`src/rtl/alu_exec_pipe_if.sv`:
```
// Request/response bundle for the two-stage ALU execution unit.
// master drives requests and accepts results; slave is the execution unit.
interface alu_exec_pipe_if #(
    parameter int WIDTH = 32
);
    logic             in_valid;
    logic             in_ready;
    logic [3:0]       func;
    logic [WIDTH-1:0] op_a;
    logic [WIDTH-1:0] op_b;
    logic             out_valid;
    logic             out_ready;
    logic [WIDTH-1:0] result;
    logic             zero;
    logic             ovf;
    logic             illegal;

    modport master (
        output in_valid, func, op_a, op_b, out_ready,
        input  in_ready, out_valid, result, zero, ovf, illegal
    );

    modport slave (
        input  in_valid, func, op_a, op_b, out_ready,
        output in_ready, out_valid, result, zero, ovf, illegal
    );
endinterface

```
`src/rtl/alu_exec_pipe.sv`:
```
// Two-stage pipelined ALU execution unit: S1 captures the request, S2 holds
// the computed result and flags. Valid/ready handshake on both sides, with
// up to two ops buffered under backpressure. Counts delivered illegal ops.
module alu_exec_pipe #(
    parameter int WIDTH     = 32,
    parameter int ERR_CNT_W = 8
) (
    input  logic                 clk,
    input  logic                 rst_n,
    alu_exec_pipe_if.slave       bus,
    input  logic                 clr_err,
    output logic [ERR_CNT_W-1:0] err_count
);
    localparam logic [3:0] FN_ADD = 4'd0;
    localparam logic [3:0] FN_SUB = 4'd1;
    localparam logic [3:0] FN_AND = 4'd2;
    localparam logic [3:0] FN_OR  = 4'd3;
    localparam logic [3:0] FN_NOR = 4'd4;
    localparam logic [3:0] FN_XOR = 4'd5;
    localparam logic [3:0] FN_SLT = 4'd6;
    localparam logic [3:0] FN_LUI = 4'd7;
    localparam logic [3:0] FN_NEQ = 4'd8;

    // Saturating increment: holds at all-ones instead of wrapping.
    function automatic logic [ERR_CNT_W-1:0] sat_inc(input logic [ERR_CNT_W-1:0] v);
        return (&v) ? v : v + ERR_CNT_W'(1);
    endfunction

    logic                 s1_v_q, s1_v_d;
    logic [3:0]           s1_func_q, s1_func_d;
    logic [WIDTH-1:0]     s1_a_q, s1_a_d;
    logic [WIDTH-1:0]     s1_b_q, s1_b_d;
    logic                 s2_v_q, s2_v_d;
    logic [WIDTH-1:0]     result_q, result_d;
    logic                 zero_q, zero_d;
    logic                 ovf_q, ovf_d;
    logic                 illegal_q, illegal_d;
    logic [ERR_CNT_W-1:0] err_cnt_q, err_cnt_d;

    logic                 adv2;
    logic                 in_hs;
    logic                 s1_xfer;
    logic signed [WIDTH-1:0] a_s, b_s, sum_s, diff_s;
    logic [WIDTH-1:0]     alu_res;
    logic                 alu_ovf;
    logic                 alu_ill;

    // S2 may take new data when empty or when its result is being consumed;
    // in_ready depends only on state and out_ready, never on in_valid.
    assign adv2         = !s2_v_q || bus.out_ready;
    assign bus.in_ready = !s1_v_q || adv2;
    assign in_hs        = bus.in_valid && bus.in_ready;
    assign s1_xfer      = s1_v_q && adv2;

    assign a_s    = s1_a_q;
    assign b_s    = s1_b_q;
    assign sum_s  = a_s + b_s;
    assign diff_s = a_s - b_s;

    // ---- S1 -> S2 boundary: combinational ALU on the S1 contents ----
    // Decode func and produce result, signed-overflow and illegal indication.
    always_comb begin
        alu_res = '0;
        alu_ovf = 1'b0;
        alu_ill = 1'b0;
        case (s1_func_q)
            FN_ADD: begin
                alu_res = sum_s;
                alu_ovf = (a_s[WIDTH-1] == b_s[WIDTH-1]) && (sum_s[WIDTH-1] != a_s[WIDTH-1]);
            end
            FN_SUB: begin
                alu_res = diff_s;
                alu_ovf = (a_s[WIDTH-1] != b_s[WIDTH-1]) && (diff_s[WIDTH-1] != a_s[WIDTH-1]);
            end
            FN_AND:  alu_res = s1_a_q & s1_b_q;
            FN_OR:   alu_res = s1_a_q | s1_b_q;
            FN_NOR:  alu_res = ~(s1_a_q | s1_b_q);
            FN_XOR:  alu_res = s1_a_q ^ s1_b_q;
            FN_SLT:  alu_res = {{(WIDTH-1){1'b0}}, (a_s < b_s)};
            FN_LUI:  alu_res[31:16] = s1_b_q[15:0];
            FN_NEQ:  alu_res = {{(WIDTH-1){1'b0}}, (s1_a_q != s1_b_q)};
            default: alu_ill = 1'b1;
        endcase
    end

    // Next-state for both pipeline stages and the illegal-op counter.
    always_comb begin
        s1_v_d    = s1_v_q;
        s1_func_d = s1_func_q;
        s1_a_d    = s1_a_q;
        s1_b_d    = s1_b_q;
        s2_v_d    = s2_v_q;
        result_d  = result_q;
        zero_d    = zero_q;
        ovf_d     = ovf_q;
        illegal_d = illegal_q;
        err_cnt_d = err_cnt_q;

        // ---- input -> S1 boundary ----
        if (in_hs) begin
            s1_v_d    = 1'b1;
            s1_func_d = bus.func;
            s1_a_d    = bus.op_a;
            s1_b_d    = bus.op_b;
        end else if (s1_xfer) begin
            s1_v_d = 1'b0;
        end

        // ---- S1 -> S2 boundary ----
        if (adv2) begin
            s2_v_d = s1_v_q;
        end
        if (s1_xfer) begin
            result_d  = alu_res;
            zero_d    = (alu_res == '0);
            ovf_d     = alu_ovf;
            illegal_d = alu_ill;
        end

        // Clear wins over an increment in the same cycle.
        if (clr_err) begin
            err_cnt_d = '0;
        end else if (s1_xfer && alu_ill) begin
            err_cnt_d = sat_inc(err_cnt_q);
        end
    end

    // State registers; reset drops in-flight ops and clears visible outputs.
    always_ff @(posedge clk or negedge rst_n) begin
        if (!rst_n) begin
            s1_v_q    <= 1'b0;
            s1_func_q <= '0;
            s1_a_q    <= '0;
            s1_b_q    <= '0;
            s2_v_q    <= 1'b0;
            result_q  <= '0;
            zero_q    <= 1'b0;
            ovf_q     <= 1'b0;
            illegal_q <= 1'b0;
            err_cnt_q <= '0;
        end else begin
            s1_v_q    <= s1_v_d;
            s1_func_q <= s1_func_d;
            s1_a_q    <= s1_a_d;
            s1_b_q    <= s1_b_d;
            s2_v_q    <= s2_v_d;
            result_q  <= result_d;
            zero_q    <= zero_d;
            ovf_q     <= ovf_d;
            illegal_q <= illegal_d;
            err_cnt_q <= err_cnt_d;
        end
    end

    assign bus.out_valid = s2_v_q;
    assign bus.result    = result_q;
    assign bus.zero      = zero_q;
    assign bus.ovf       = ovf_q;
    assign bus.illegal   = illegal_q;
    assign err_count     = err_cnt_q;
endmodule
```
`src/flat_wrapper.sv`:
```
// flat-port wrapper written by rule: the top's interface ports become plain ports
module alu_exec_pipe_flat 
#(
    parameter int WIDTH     = 32,
    parameter int ERR_CNT_W = 8
)
  (clk, rst_n, clr_err, err_count, bus_in_valid, bus_func, bus_op_a, bus_op_b, bus_out_ready, bus_in_ready, bus_out_valid, bus_result, bus_zero, bus_ovf, bus_illegal);
  alu_exec_pipe_if #(.WIDTH(WIDTH)) bus_i ();
  input  logic clk;
  input  logic rst_n;
  input  logic clr_err;
  output logic [ERR_CNT_W-1:0] err_count;
  input wire logic [$bits(bus_i.in_valid)-1:0] bus_in_valid;
  input wire logic [$bits(bus_i.func)-1:0] bus_func;
  input wire logic [$bits(bus_i.op_a)-1:0] bus_op_a;
  input wire logic [$bits(bus_i.op_b)-1:0] bus_op_b;
  input wire logic [$bits(bus_i.out_ready)-1:0] bus_out_ready;
  output wire logic [$bits(bus_i.in_ready)-1:0] bus_in_ready;
  output wire logic [$bits(bus_i.out_valid)-1:0] bus_out_valid;
  output wire logic [$bits(bus_i.result)-1:0] bus_result;
  output wire logic [$bits(bus_i.zero)-1:0] bus_zero;
  output wire logic [$bits(bus_i.ovf)-1:0] bus_ovf;
  output wire logic [$bits(bus_i.illegal)-1:0] bus_illegal;
  assign bus_i.in_valid = bus_in_valid;
  assign bus_i.func = bus_func;
  assign bus_i.op_a = bus_op_a;
  assign bus_i.op_b = bus_op_b;
  assign bus_i.out_ready = bus_out_ready;
  assign bus_in_ready = bus_i.in_ready;
  assign bus_out_valid = bus_i.out_valid;
  assign bus_result = bus_i.result;
  assign bus_zero = bus_i.zero;
  assign bus_ovf = bus_i.ovf;
  assign bus_illegal = bus_i.illegal;
  alu_exec_pipe #(.WIDTH(WIDTH), .ERR_CNT_W(ERR_CNT_W)) u_core (.clk(clk), .rst_n(rst_n), .bus(bus_i), .clr_err(clr_err), .err_count(err_count));
endmodule
```
`config.mk`:
```
export PLATFORM = sky130hd
export DESIGN_NAME = alu_exec_pipe_flat
export DESIGN_NICKNAME = d
export VERILOG_FILES = /design/src/rtl/alu_exec_pipe_if.sv /design/src/rtl/alu_exec_pipe.sv /design/src/flat_wrapper.sv
export SDC_FILE = /design/constraint.sdc
export NUM_CORES = 1
export LEC_CHECK = 0
export ABC_AREA = 1
export BUFFER_PORTS_ARGS = -buffer_cell sky130_fd_sc_hd__buf_2
export CORE_UTILIZATION = 55
export DETAILED_ROUTE_END_ITERATION = 16
export PLACE_DENSITY_LB_ADDON = 0.2
export SYNTH_ARGS = -nofsm -noshare
export SYNTH_HDL_FRONTEND = slang
export SYNTH_SLANG_ARGS = --single-unit
```
`constraint.sdc`:
```
create_clock -name clk -period 5.13 [get_ports clk]
set_input_delay 1.026 -clock clk [delete_from_list [all_inputs] [get_ports clk]]
set_output_delay 1.026 -clock clk [all_outputs]
set_load 0.01 [all_outputs]
```
==> metrics.yaml <==
floorplan.initialDensity: 0.564
post-place-ws_ns: 1.71
dp_hpwl_mm: 35.0
cts.reportedPaths.clkPinSlew_ns: 0.07
avgSynthCellArea_um2: 6.11
worst_slew_margin_rel: 0.340
syn_area_um2: 11000
switching_share: 0.491
worst_slack_ns: 1.89
area_delta_synth_final_pct: 11.9
drt_iter0_markers: 1404
hold_ws_ns: 0.475
fin_setup_tns_ns: 0
ys_seq_area_frac: 0.257
cts_tree: "built"
comb_power_share: 0.515
cp_cell_sequence: "nand3_1 > inv_2 > a211oi_1 > nand2_1 > nor2_1 > nand3_1 > nor2_1 > nand3_1 > nor2_1 > nand2_1 > nand2_1"
crit_arrival_ns: 3.60
clock_path_buffers: 2
io_pins: 118
cap_violations: 0
yosysTopAreaCell: "dfrtp_1"
synth_flop_cell: "dfrtp_1"
yosysMostFrequentCell: "nand2_1"
peakVddDrop_mv: 0.250
cts.repair.resized: 0
synthesis.nets: 1986
antenna_left: 0
grt_max_degree: 72
synth_edf_count: 0
die_h_um: 144
cts_setup_buffers: 0
viasPerCell: 5.85
grt_usage: 0.435
overflow: 0
power.switching_mw: 2.46
synthDominantCellAreaShare: 0.257
synth_seq_cells: 113
power_density_nw_per_um2: 407
critical_path.max_fanout: 21
grt_pass1_wl_mm: 65.2
cts.sinks: 113
worstSetupPathType: "flip-flop to flip-flop"
num_rows: 51
synth_common_cells: "nand2_1, inv_1, nor2_1, nand3_1, a21oi_1"
clock.fmax_mhz: 308
place_congestion: 1.10
drc: 0
p_int_mw: 2.55
clk_latency_ns: 0.43
grt_use_met3: 0.136
status: "completed"
cp_slowest_cell: "a211oi_1"
timing.final.crit_share: 0.632
drive_gt1_frac: 0.0936
yosysUniqueCellTypes: 41
syn_inst: 1804
fill_cells: 1867
pwr-share-clk: 0.252
p_seq_frac: 0.233
skew_ns: 0.0159
die_w_um: 144
portBuffers: 117
use_met2: 0.606
async_flop_share: 1.00
worst_slew_pin_slew_ns: 0.988
setup_viol: 0
use_met1: 0.606
worstSetupEndpointType: "flip-flop"
worstSetupStartpointType: "flip-flop"
dr_total_vias: 12700
htreeDepth: 4
final_nets: 2070
max_stage_delay_ns: 0.70
wl_mm: 43.7
cts_root_buf: "clkbuf_16"
hp-class: "flip-flop to flip-flop"
die_area_um2: 20600
cts_hold_buf: 0
slew_viol_final: 0
rsz0062_at_grt: "false"
ys_warn_count: 0
busiest_layer: "met1"
hold_viol: 0
layout_min_cycle_time_ns: 3.24
antenna_found_initial: 1
ys_top_cells_by_area: "dfrtp_1, nand2_1, ha_1"
cp.required_ns: 5.49
first_global_vias: 11500
coreArea_um2: 19500
power_mw: 5.02
p_leak_nw: 6.87
cts_buffers: 17
detail_route.wl_per_cell_um: 20.2
diodes: 0
first_pass_iters: 9
==> cell usage in the layout, fill, tap and decap left out, types with 5 or more instances in the layout <==
cell	n
nand4_1	29
nand2_1	523
dfrtp_1	113
nor3_1	18
o21ai_0	61
nor2_1	234
ha_1	107
a211oi_1	19
nand3_1	139
inv_2	8
buf_2	116
a21oi_1	138
o22ai_1	27
clkbuf_16	17
nor2_2	5
inv_1	282
buf_4	7
==> final cells by class <==
class	count	area [um2]	area share
tap	265	332	0.0269
timing repair buffer	123	633	0.0513
inverter	290	1090	0.0883
clock buffer	18	429	0.0348
sequential	113	2830	0.229
clock inverter	14	181	0.0147
multi-input combinational	1343	6840	0.555
==> final timing paths <==
kind                       cells past startpoint  slack, ns               endpoint             startpoint
max                                           11       1.89        u_core.bus.zero    u_core.s1_func_q[1]
min                                            2       0.47  u_core.bus.result[28]  u_core.bus.result[28]
max reg2reg                                   11       1.89        u_core.bus.zero    u_core.s1_func_q[1]
min reg2reg                                    2       0.47  u_core.bus.result[28]  u_core.bus.result[28]
max in group asynchronous                      2       3.32         u_core.b_s[26]                  rst_n
min in group asynchronous                      1       0.66          u_core.a_s[1]                  rst_n
==> per-layer routing <==
metal | vias to the layer above | share of wire
met5 | - | 0.00030
met4 | 2 | 0.046
met3 | 123 | 0.14
met2 | 824 | 0.39
met1 | 5842 | 0.42
li1 | 5885 | -
==> power groups by stage <==
stage	Combinational [mW]	Clock [mW]	Sequential (mW)
4_1_cts	2.46	1.26	1.17
3_5_place_dp	2.44	0	1.18
5_1_grt	2.80	1.31	1.19
6_report	2.58	1.26	1.17
2_1_floorplan	1.59	0	1.21
3_3_place_gp	2.42	0	1.17
==> worst max-delay path: cells and delay by family, from the launching register on <==
| family | cells | cell delay [ns] |
|---|---|---|
| DFF | 1 | 0.44 |
| buffers and inverters | 1 | 0.48 |
| AOI/OAI and AO/OA | 1 | 0.70 |
| and+or+nand+nor | 9 | 1.53 |
==> metrics by stage <==
stage | instance area [um2] | instances | util
after floorplan | 11000 | 1804 | -
after global placement | 11700 | 2134 | 0.600
after detailed placement | 11700 | 2134 | 0.600
after CTS | 12300 | 2166 | 0.632
after global routing | 12300 | 2166 | 0.632
final | 12300 | 2166 | 0.632
==> state kept, by name, summed over array words and instances (netlist names) <==
name	count
u_core.a_s	32
u_core.b_s	32
u_core.bus.result	32
u_core.err_count	8
u_core.s1_func_q	4
u_core.bus.illegal	1
u_core.bus.out_valid	1
u_core.bus.ovf	1
u_core.bus.zero	1
u_core.s1_v_q	1
==> kinds of logic after synthesis <==
logic type / Yosys count / share of synthesized area
buffers and inverters: 348 / 0.123
AND/OR/NAND/NOR: 962 / 0.358
flip-flops: 113 / 0.257
XOR/XNOR: 2 / 0.00159
AO/OA/AOI/OAI: 270 / 0.136
adder cells (fa/ha/maj): 109 / 0.125
Note: power is estimated with default switching activity, not from simulation.
